[config.mk]
export PLATFORM = sky130hd
export DESIGN_NAME = flash_arbiter
export DESIGN_NICKNAME = d
export VERILOG_FILES = /design/src/rtl/flash_arbiter_pkg.sv /design/src/rtl/flash_arbiter_req_mux.sv /design/src/rtl/flash_arbiter.sv
export SDC_FILE = /design/constraint.sdc
export NUM_CORES = 1
export LEC_CHECK = 0
export CAP_MARGIN = 20
export CORE_MARGIN = 4
export CORE_UTILIZATION = 41
export CTS_BUF_LIST = sky130_fd_sc_hd__clkbuf_8
export DETAILED_ROUTE_END_ITERATION = 8
export PLACE_DENSITY = 0.9
export SYNTH_ARGS = -nofsm -noshare
export SYNTH_HDL_FRONTEND = slang
export SYNTH_SLANG_ARGS = --single-unit
[constraint.sdc]
create_clock -name clk -period 4.11 [get_ports clk]
set_input_delay 0.411 -clock clk [delete_from_list [all_inputs] [get_ports clk]]
set_output_delay 0.411 -clock clk [all_outputs]
set_load 0.01 [all_outputs]
[src/rtl/flash_arbiter_pkg.sv]
// Shared definitions for the SPI flash ownership arbiter.
package flash_arbiter_pkg;

    typedef enum logic [1:0] {
        ST_IDLE  = 2'd0,
        ST_GRANT = 2'd1,
        ST_DRAIN = 2'd2,
        ST_GAP   = 2'd3
    } arb_state_t;

    // Requester slots on the arbiter
    localparam int REQ_CHAN   = 0;  // channel-programming sequencer
    localparam int REQ_IPBUS  = 1;  // IPbus flash access
    localparam int REQ_REPROG = 2;  // master-reprogram sequencer

    localparam logic [23:0] FLASH_TIMEOUT_DEF = 24'hFF_FFFF;

    localparam int WBUF_AW = 7;
    localparam int CMD_W   = 32;
    localparam int NBITS_W = 12;

endpackage

[src/rtl/flash_arbiter_req_mux.sv]
// Registered N-to-1 multiplexer of the per-requester flash command fields,
// selected by a one-hot grant. force_zero clears every output on the next edge.
module flash_req_mux
    import flash_arbiter_pkg::*;
#(
    parameter int N_REQ = 3
) (
    input  logic                       clk,
    input  logic                       reset,
    input  logic [N_REQ-1:0]           sel,
    input  logic                       force_zero,
    input  logic [N_REQ-1:0]           in_store,
    input  logic [WBUF_AW*N_REQ-1:0]   in_addr,
    input  logic [CMD_W*N_REQ-1:0]     in_cmd,
    input  logic [NBITS_W*N_REQ-1:0]   in_nbits,
    input  logic [N_REQ-1:0]           in_send_wr,
    input  logic [N_REQ-1:0]           in_read_bs,
    output logic                       out_store,
    output logic [WBUF_AW-1:0]         out_addr,
    output logic [CMD_W-1:0]           out_cmd,
    output logic [NBITS_W-1:0]         out_nbits,
    output logic                       out_send_wr,
    output logic                       out_read_bs
);

    logic               m_store;
    logic [WBUF_AW-1:0] m_addr;
    logic [CMD_W-1:0]   m_cmd;
    logic [NBITS_W-1:0] m_nbits;
    logic               m_send_wr;
    logic               m_read_bs;

    // AND-OR select of the granted requester's fields
    always_comb begin
        m_store   = 1'b0;
        m_addr    = '0;
        m_cmd     = '0;
        m_nbits   = '0;
        m_send_wr = 1'b0;
        m_read_bs = 1'b0;
        for (int i = 0; i < N_REQ; i++) begin
            if (sel[i]) begin
                m_store   = m_store   | in_store[i];
                m_addr    = m_addr    | in_addr[WBUF_AW*i +: WBUF_AW];
                m_cmd     = m_cmd     | in_cmd[CMD_W*i +: CMD_W];
                m_nbits   = m_nbits   | in_nbits[NBITS_W*i +: NBITS_W];
                m_send_wr = m_send_wr | in_send_wr[i];
                m_read_bs = m_read_bs | in_read_bs[i];
            end
        end
    end

    // Output register stage towards spi_flash_intf
    always_ff @(posedge clk) begin
        if (reset || force_zero) begin
            out_store   <= 1'b0;
            out_addr    <= '0;
            out_cmd     <= '0;
            out_nbits   <= '0;
            out_send_wr <= 1'b0;
            out_read_bs <= 1'b0;
        end else begin
            out_store   <= m_store;
            out_addr    <= m_addr;
            out_cmd     <= m_cmd;
            out_nbits   <= m_nbits;
            out_send_wr <= m_send_wr;
            out_read_bs <= m_read_bs;
        end
    end

endmodule

[src/rtl/flash_arbiter.sv]
// Fixed-priority, non-preemptive arbiter granting one requester at a time
// ownership of the SPI flash interface, with a grant watchdog.
//
// state | meaning
// IDLE  | no owner; grant lowest-index unmasked req
// GRANT | owner's fields forwarded downstream one register stage late
// DRAIN | owner released req with a command in flight; wait for its end pulse
// GAP   | one dead cycle with grant and all downstream outputs at zero
module flash_arbiter
    import flash_arbiter_pkg::*;
#(
    parameter int          N_REQ   = 3,
    parameter logic [23:0] TIMEOUT = FLASH_TIMEOUT_DEF
) (
    input  logic                       clk,
    input  logic                       reset,
    input  logic [N_REQ-1:0]           req,
    output logic [N_REQ-1:0]           grant,
    input  logic [N_REQ-1:0]           r_store_cmd,
    input  logic [WBUF_AW*N_REQ-1:0]   r_wbuf_addr,
    input  logic [CMD_W*N_REQ-1:0]     r_flash_cmd,
    input  logic [NBITS_W*N_REQ-1:0]   r_wr_nbits,
    input  logic [N_REQ-1:0]           r_send_wr,
    input  logic [N_REQ-1:0]           r_read_bs,
    output logic [N_REQ-1:0]           r_end_wr,
    output logic [N_REQ-1:0]           r_end_bs,
    output logic                       store_flash_command,
    output logic [WBUF_AW-1:0]         wbuf_address,
    output logic [CMD_W-1:0]           flash_command,
    output logic [NBITS_W-1:0]         flash_wr_nBits,
    output logic                       send_write_command,
    output logic                       read_bitstream,
    input  logic                       end_write_command,
    input  logic                       end_bitstream,
    output logic                       busy,
    output logic                       timeout_err
);

    localparam logic [23:0] WD_LAST = TIMEOUT - 24'd1;

    arb_state_t         state, state_nx;
    logic [N_REQ-1:0]   grant_nx;
    logic [N_REQ-1:0]   to_mask;
    logic [N_REQ-1:0]   avail, pick;
    logic [23:0]        wd, wd_nx;
    logic               out_wr, out_bs, out_wr_nx, out_bs_nx;
    logic               wr_pend, bs_pend;
    logic               owner_req, wd_hit;
    logic               timeout_set, force_zero;

    assign avail     = req & ~to_mask;
    assign owner_req = |(req & grant);
    assign wd_hit    = (wd == WD_LAST);

    // A command counts as in flight from the cycle its start level is seen
    // downstream, so a req drop right after the start still drains.
    assign wr_pend = (out_wr | send_write_command) & ~end_write_command;
    assign bs_pend = (out_bs | read_bitstream)     & ~end_bitstream;

    assign busy     = (state != ST_IDLE);
    assign r_end_wr = grant & {N_REQ{end_write_command}};
    assign r_end_bs = grant & {N_REQ{end_bitstream}};

    // Lowest index wins among unmasked requests
    always_comb begin
        pick = '0;
        for (int i = N_REQ - 1; i >= 0; i--) begin
            if (avail[i]) begin
                pick    = '0;
                pick[i] = 1'b1;
            end
        end
    end

    // State register
    always_ff @(posedge clk) begin
        if (reset) state <= ST_IDLE;
        else       state <= state_nx;
    end

    // Next-state, grant, watchdog and in-flight bookkeeping
    always_comb begin
        state_nx    = state;
        grant_nx    = grant;
        wd_nx       = wd;
        out_wr_nx   = 1'b0;
        out_bs_nx   = 1'b0;
        timeout_set = 1'b0;
        force_zero  = 1'b1;
        case (state)
            ST_IDLE: begin
                grant_nx = '0;
                if (|avail) begin
                    grant_nx = pick;
                    wd_nx    = '0;
                    state_nx = ST_GRANT;
                end
            end
            ST_GRANT: begin
                out_wr_nx = wr_pend;
                out_bs_nx = bs_pend;
                wd_nx     = wd + 24'd1;
                if (wd_hit) begin
                    timeout_set = 1'b1;
                    grant_nx    = '0;
                    state_nx    = ST_GAP;
                end else if (!owner_req) begin
                    if (wr_pend || bs_pend) begin
                        state_nx = ST_DRAIN;
                    end else begin
                        grant_nx = '0;
                        state_nx = ST_GAP;
                    end
                end else begin
                    force_zero = 1'b0;
                end
            end
            ST_DRAIN: begin
                out_wr_nx = wr_pend;
                out_bs_nx = bs_pend;
                wd_nx     = wd + 24'd1;
                if (wd_hit) begin
                    timeout_set = 1'b1;
                    grant_nx    = '0;
                    state_nx    = ST_GAP;
                end else if (!(wr_pend || bs_pend)) begin
                    grant_nx = '0;
                    state_nx = ST_GAP;
                end
            end
            ST_GAP: begin
                grant_nx = '0;
                state_nx = ST_IDLE;
            end
            default: begin
                grant_nx = '0;
                state_nx = ST_IDLE;
            end
        endcase
    end

    // Grant, watchdog, flags, timeout mask and sticky error
    always_ff @(posedge clk) begin
        if (reset) begin
            grant       <= '0;
            wd          <= '0;
            out_wr      <= 1'b0;
            out_bs      <= 1'b0;
            to_mask     <= '0;
            timeout_err <= 1'b0;
        end else begin
            grant       <= grant_nx;
            wd          <= wd_nx;
            out_wr      <= out_wr_nx;
            out_bs      <= out_bs_nx;
            // a timed-out requester stays masked until its req is seen low
            to_mask     <= (to_mask | (timeout_set ? grant : '0)) & req;
            timeout_err <= timeout_err | timeout_set;
        end
    end

    flash_req_mux #(.N_REQ(N_REQ)) u_mux (
        .clk         (clk),
        .reset       (reset),
        .sel         (grant),
        .force_zero  (force_zero),
        .in_store    (r_store_cmd),
        .in_addr     (r_wbuf_addr),
        .in_cmd      (r_flash_cmd),
        .in_nbits    (r_wr_nbits),
        .in_send_wr  (r_send_wr),
        .in_read_bs  (r_read_bs),
        .out_store   (store_flash_command),
        .out_addr    (wbuf_address),
        .out_cmd     (flash_command),
        .out_nbits   (flash_wr_nBits),
        .out_send_wr (send_write_command),
        .out_read_bs (read_bitstream)
    );

endmodule

==> flow_metrics.tcl, run 1 <==
set metrics [dict create \
    synth_top_area_share_pct 47.2 \
    fin_area_sq_um 6330 \
    end_kind "primary output" \
    power_density_nw_per_um2 347 \
    clock_skew_ns 0.0114 \
    syn_to_final_growth_pct 67.6 \
    routed_wl_microns 14900 \
    die-width_microns 104 \
    cap_violations 0 \
    min_path_type "reg2reg" \
    startpoint "grant[2]" \
    worstMarginPinSlew_ns 0.651 \
    route.detailed.drc 0 \
    final_core_util_pct 71.5 \
    synthSimpleGateAreaFrac_pct 21.2 \
    ant_nets 0 \
    synth_cell_types 42 \
    antenna_found_initial 1 \
    hpwl_microns 11600 \
    synth_edf_count 0 \
    fmax_mhz 384 \
    synth_top_family_by_area "simple AND/OR/NAND/NOR gates" \
    ir_worst_vdd_v 0.000196 \
    clock_sinks 89 \
    placed_area_sq_um 6150 \
    num_vias 4170 \
    layout.nets 796 \
    setup_tns_ns 0 \
    synthAdderAreaFrac_pct 1.99 \
    htree_levels 3 \
    cts_buffer_depth 2 \
    drive_gt1_share_pct 5.27 \
    ys_async_sr_fraction_pct 0 \
    portBuffers 233 \
    drv_slew 0 \
    synth.area.top_cells "dfxtp_1 47%, a222oi_1 15%, nor2_1 8.3%, clkbuf_1 2.6%, xnor2_1 2.3%" \
    path_class "reg2out" \
    synth_seq_cells 89 \
    synth_xor_area_share_pct 3.71 \
    cts-root-buf "clkbuf_8" \
    cts.hold.buffers_added 0 \
    io_pins 234 \
    crit_arrival_ns 2.19 \
    clkTransAtPathRegs_ns 0.09 \
    clock_latency_ns 0.34 \
    start_util_pct 42.7 \
    synth_area_sq_um 3770 \
    drt_iter0_markers 507 \
    grt_setup_unrepaired "false" \
    drt-met1-wl_microns 5600 \
    fin_hold_ws_ns 0.495 \
    slew_headroom_pct 56.6 \
    drtPass1Iterations 8 \
    synthMuxAreaShare_pct 0.795 \
    setup_viol 0 \
    status "finished clean" \
    grt_pass1_vias 4075 \
    wire_per_inst_microns 20.3 \
    grt_overflow 0 \
    mostFrequentLayoutCell "clkdlybuf4s50_1" \
    required_ns 3.70 \
    finalCriticalPeriod_ns 2.60 \
    start_kind "flip-flop" \
    cts_tree "built" \
    cts_buffers 9 \
    synth_ff_type "dfxtp_1" \
    post_cts_resize_count 0 \
    hp-start "timeout_err" \
    total_leakage_power_uw 0.00220 \
    grt_max_degree 60 \
    synth_cells 404 \
    synth.avg_cell_area_sq_um 9.34 \
    top_layer "met4" \
    grt_pass1_wl_microns 22900 \
    place_congestion 0.891 \
    yosysWarnings 0 \
    worstPathMaxFanout 37 \
    wl_met2_microns 8050 \
    synth_seq_area_share_pct 47.2 \
    timing.rr.start "state[1]" \
    layout_common_cells "233 x clkdlybuf4s50_1, 86 x dfxtp_1, 83 x nor2_1" \
    cts_setup_buffers 0 \
    nFillCells 638 \
    period_share_pct 63.4 \
    synth_compound_area_share_pct 20.3 \
    wl_met3_microns 940 \
    final_hold_viol_count 0 \
    dieArea_sq_um 10800 \
    syn-num-nets 579 \
    synth_largest_area_cell "dfxtp_1" \
    core_area_sq_um 8850 \
    viasPerCell 5.67 \
    placementRows 34 \
    die_h_microns 104 \
    track_usage_pct 26.3 \
]
[metrics by stage]
stage	power [uW]	instances	setup WS [ns]
2_1_floorplan	1350	404	2.09
3_3_place_gp	1640	718	1.65
3_5_place_dp	1670	718	1.54
4_1_cts	2200	734	1.51
5_1_grt	2300	735	1.42
6_report	2200	735	1.51
[layer usage]
layer	vias to the layer above	GRT usage, %
li1	1963	-
met1	2022	30.2
met2	163	47.9
met3	22	6.02
met4	0	8.93
met5	-	0
[power by group]
| group | leakage (uW) | internal (uW) | switching [uW] |
|---|---|---|---|
| clock network | 0.0000880 | 225 | 309 |
| logic | 0.00139 | 361 | 390 |
| registers | 0.000719 | 888 | 25.1 |
[synthesized netlist by cell type (4+ instances only)]
cell type / n
a21oi_1: 10
a222oi_1: 55
and2_1: 7
buf_4: 5
clkbuf_1: 26
dfxtp_1: 89
ha_1: 6
inv_1: 10
nand2_1: 8
nand2b_1: 4
nand3_1: 9
nand4_1: 11
nor2_1: 83
nor2b_1: 4
nor3_1: 7
nor4_1: 4
o21ai_0: 8
or3_1: 6
xnor2_1: 10
xor2_1: 6
[cells by family after synthesis]
group / count (synthesis)
mux: 3
xor+xnor: 16
buf+inv: 43
fa+ha+maj: 6
flops: 89
simple gates: 159
compound gates: 88
[state kept, by name, indices dropped and copies added, names as in the netlist]
name and cells:
u_mux.out_cmd 32, wd 24, u_mux.out_nbits 12, u_mux.out_addr 7, grant 3, to_mask 3, state 2, out_bs 1
out_wr 1, timeout_err 1, u_mux.out_read_bs 1, u_mux.out_send_wr 1, u_mux.out_store 1
[final timing paths]
kind,endpoint,slack (ns),depth (start not counted)
setup reg to reg,wd[20],1.58,7
hold / removal,timeout_err,0.49,2
hold reg to reg,timeout_err,0.49,2
setup / recovery,r_end_wr[2],1.51,3
[critical path, stage by stage (launching register included)]
cell	delay, ns
dfxtp_2	0.64
buf_4	0.46
and2_1	0.19
clkdlybuf4s50_1	0.55
[layout make-up]
type | count | area (sq um) | area share (%)
clock inverters | 7 | 53.8 | 0.850
well taps | 108 | 135 | 2.14
repair buffers | 239 | 2380 | 37.6
clock buffers | 9 | 124 | 1.96
inverters | 10 | 37.5 | 0.593
multi-input cells | 272 | 1810 | 28.6
diodes | 1 | 2.50 | 0.0396
flip-flops and latches | 89 | 1790 | 28.2
(Power assumes the default switching activity.)
==> run 2: changes to the inputs <==
--- a/config.mk
+++ b/config.mk
@@ -7,10 +7,10 @@
 export LEC_CHECK = 0
 export CAP_MARGIN = 20
 export CORE_MARGIN = 4
-export CORE_UTILIZATION = 41
+export CORE_UTILIZATION = 38
 export CTS_BUF_LIST = sky130_fd_sc_hd__clkbuf_8
 export DETAILED_ROUTE_END_ITERATION = 8
-export PLACE_DENSITY = 0.9
+export PLACE_DENSITY = 0.84
 export SYNTH_ARGS = -nofsm -noshare
 export SYNTH_HDL_FRONTEND = slang
 export SYNTH_SLANG_ARGS = --single-unit
==> constraint.sdc (replaced) <==
create_clock -name clk -period 2.45 [get_ports clk]
set_input_delay 0.245 -clock clk [delete_from_list [all_inputs] [get_ports clk]]
set_output_delay 0.245 -clock clk [all_outputs]
set_load 0.01 [all_outputs]
==> flow_metrics.tcl, run 2 (synthesis gave the netlist of run 1 again) <==
set metrics [dict create \
    clock_skew_ns 0.0131 \
    seq_power_share_pct 41.4 \
    mostFrequentLayoutCell "clkdlybuf4s50_1" \
    ant_nets 0 \
    timing.rr.start "wd[8]" \
    cts_setup_buffers 0 \
    cap_violations 0 \
    end_kind "primary output" \
    r2r_slack_ns 0.29 \
    cts_buffer_depth 2 \
    start_util_pct 38.8 \
    cts.hold.buffers_added 0 \
    crit_arrival_ns 2.04 \
    antenna_found_initial 0 \
    grt_overflow 0 \
    finalCriticalPeriod_ns 2.28 \
    grt_setup_unrepaired "false" \
    clkTransAtPathRegs_ns 0.09 \
    fmax_mhz 438 \
    slew_headroom_pct 69.6 \
    drive_gt1_share_pct 6.32 \
    layout_common_cells "233 x clkdlybuf4s50_1, 86 x dfxtp_1, 83 x nor2_1" \
    dieArea_sq_um 11600 \
    post_cts_resize_count 0 \
    drtPass1Iterations 8 \
    cts-root-buf "clkbuf_8" \
    routed_wl_microns 14500 \
    required_ns 2.20 \
    portBuffers 233 \
    htree_levels 3 \
    ir_worst_vdd_v 0.000374 \
    wire_per_inst_microns 18.9 \
    setup_tns_ns 0 \
    die_h_microns 108 \
    hold_path_depth 2 \
    grt_pass1_vias 3835 \
    track_usage_pct 23.2 \
    layout.nets 803 \
    largest-register "u_mux.out_cmd" \
    clock_latency_ns 0.35 \
    setup_viol 0 \
    placementRows 36 \
    reg2regPathDepth 6 \
    reg_top3 "u_mux.out_cmd (32), wd (24), u_mux.out_nbits (12)" \
    period_share_pct 93.2 \
    cts_tree "built" \
    grt_pass1_wl_microns 21100 \
    status "finished clean" \
    whs_endpoint "timeout_err" \
    syn_to_final_growth_pct 70.2 \
    power_density_nw_per_um2 584 \
    worstPathMaxFanout 31 \
    n_antenna_cell 0 \
    r2r_end "u_mux.out_cmd[3]" \
    min_path_type "reg2reg" \
    start_kind "flip-flop" \
    register_area_sq_um 1790 \
    cts_buffers 9 \
    p_int_uw 2540 \
    num_vias 4218 \
    post-place-cells 750 \
    final_hold_viol_count 0 \
    worstMarginPinSlew_ns 0.455 \
    clock_sinks 89 \
    total_leakage_power_uw 0.00224 \
    p_sw_share_pct 32.2 \
    place_congestion 0.870 \
    largest_reg_flops 32 \
    drv_slew 0 \
    core_area_sq_um 9730 \
    p_clk_share_pct 24.8 \
    multi_input_area_sq_um 1810 \
    hp-start "timeout_err" \
    drt_iter0_markers 676 \
    fin_cells 766 \
    comb_power_share_pct 33.8 \
    route.detailed.drc 0 \
    grt_max_degree 55 \
    io_pins 234 \
    die-width_microns 108 \
    viasPerCell 5.51 \
    nFillCells 770 \
    p_switching_uw 1210 \
    path_class "reg2out" \
    hpwl_microns 11200 \
]
-- run 2: cell count changes in the layout (fill, tap and decap cells not counted) --
cell	delta
inv_6	-2
clkinvlp_4	+1
clkbuf_8	+1
buf_4	+6
diode_2	-1
buf_12	+1
-- run 2: power by group through the flow --
stage | Clock [uW] | Combinational, uW | Sequential (uW)
after global placement | 0 | 1240 | 1580
after CTS | 957 | 1260 | 1550
after global routing | 1030 | 1380 | 1560
after detailed placement | 0 | 1250 | 1590
after floorplan | 0 | 704 | 1550
final | 928 | 1270 | 1550
-- run 2: worst max-delay path, stage by stage, from the launching register on --
cell	delay, ns
dfxtp_2	0.54
buf_4	0.39
and2_1	0.18
clkdlybuf4s50_1	0.55
-- run 2: per-layer routing --
metal	global-route usage (%)	routed length (microns)	vias to the layer above
met3	4.86	1240	35
met1	30.1	5720	1978
met5	0	0	-
met2	38.7	7110	227
li1	-	-	1978
met4	7.30	408	0
-- run 2: cell type report --
cell class | count | share of cell area [%]
tap | 133 | 2.59
timing repair buffer | 246 | 38.0
inverter | 10 | 0.584
sequential | 89 | 27.8
clock inverter | 6 | 0.682
clock buffer | 10 | 2.14
multi-input combinational | 272 | 28.2
-- run 2: worst max path at each step --
stage	from	to	slack, ns	cells past startpoint
final	grant[0]	r_end_wr[0]	0.17	3
after global routing	grant[0]	r_end_bs[0]	0.10	3
after CTS	grant[0]	r_end_bs[0]	0.19	3
after detailed placement	req[0]	wd[19]	0.16	6
after global placement	req[1]	wd[18]	0.25	6
after floorplan	state[1]	wd[20]	0.43	9
-- run 2: metrics by stage --
step	setup WS [ns]	total power [uW]	util, %	hold slack [ns]	cell area [sq um]
2_1_floorplan	0.425	2260	-	0.321	3770
3_3_place_gp	0.250	2820	64.2	0.462	6240
3_5_place_dp	0.160	2830	64.2	0.475	6240
4_1_cts	0.189	3760	66.0	0.496	6420
5_1_grt	0.103	3970	66.0	0.512	6420
6_report	0.166	3750	66.0	0.485	6420
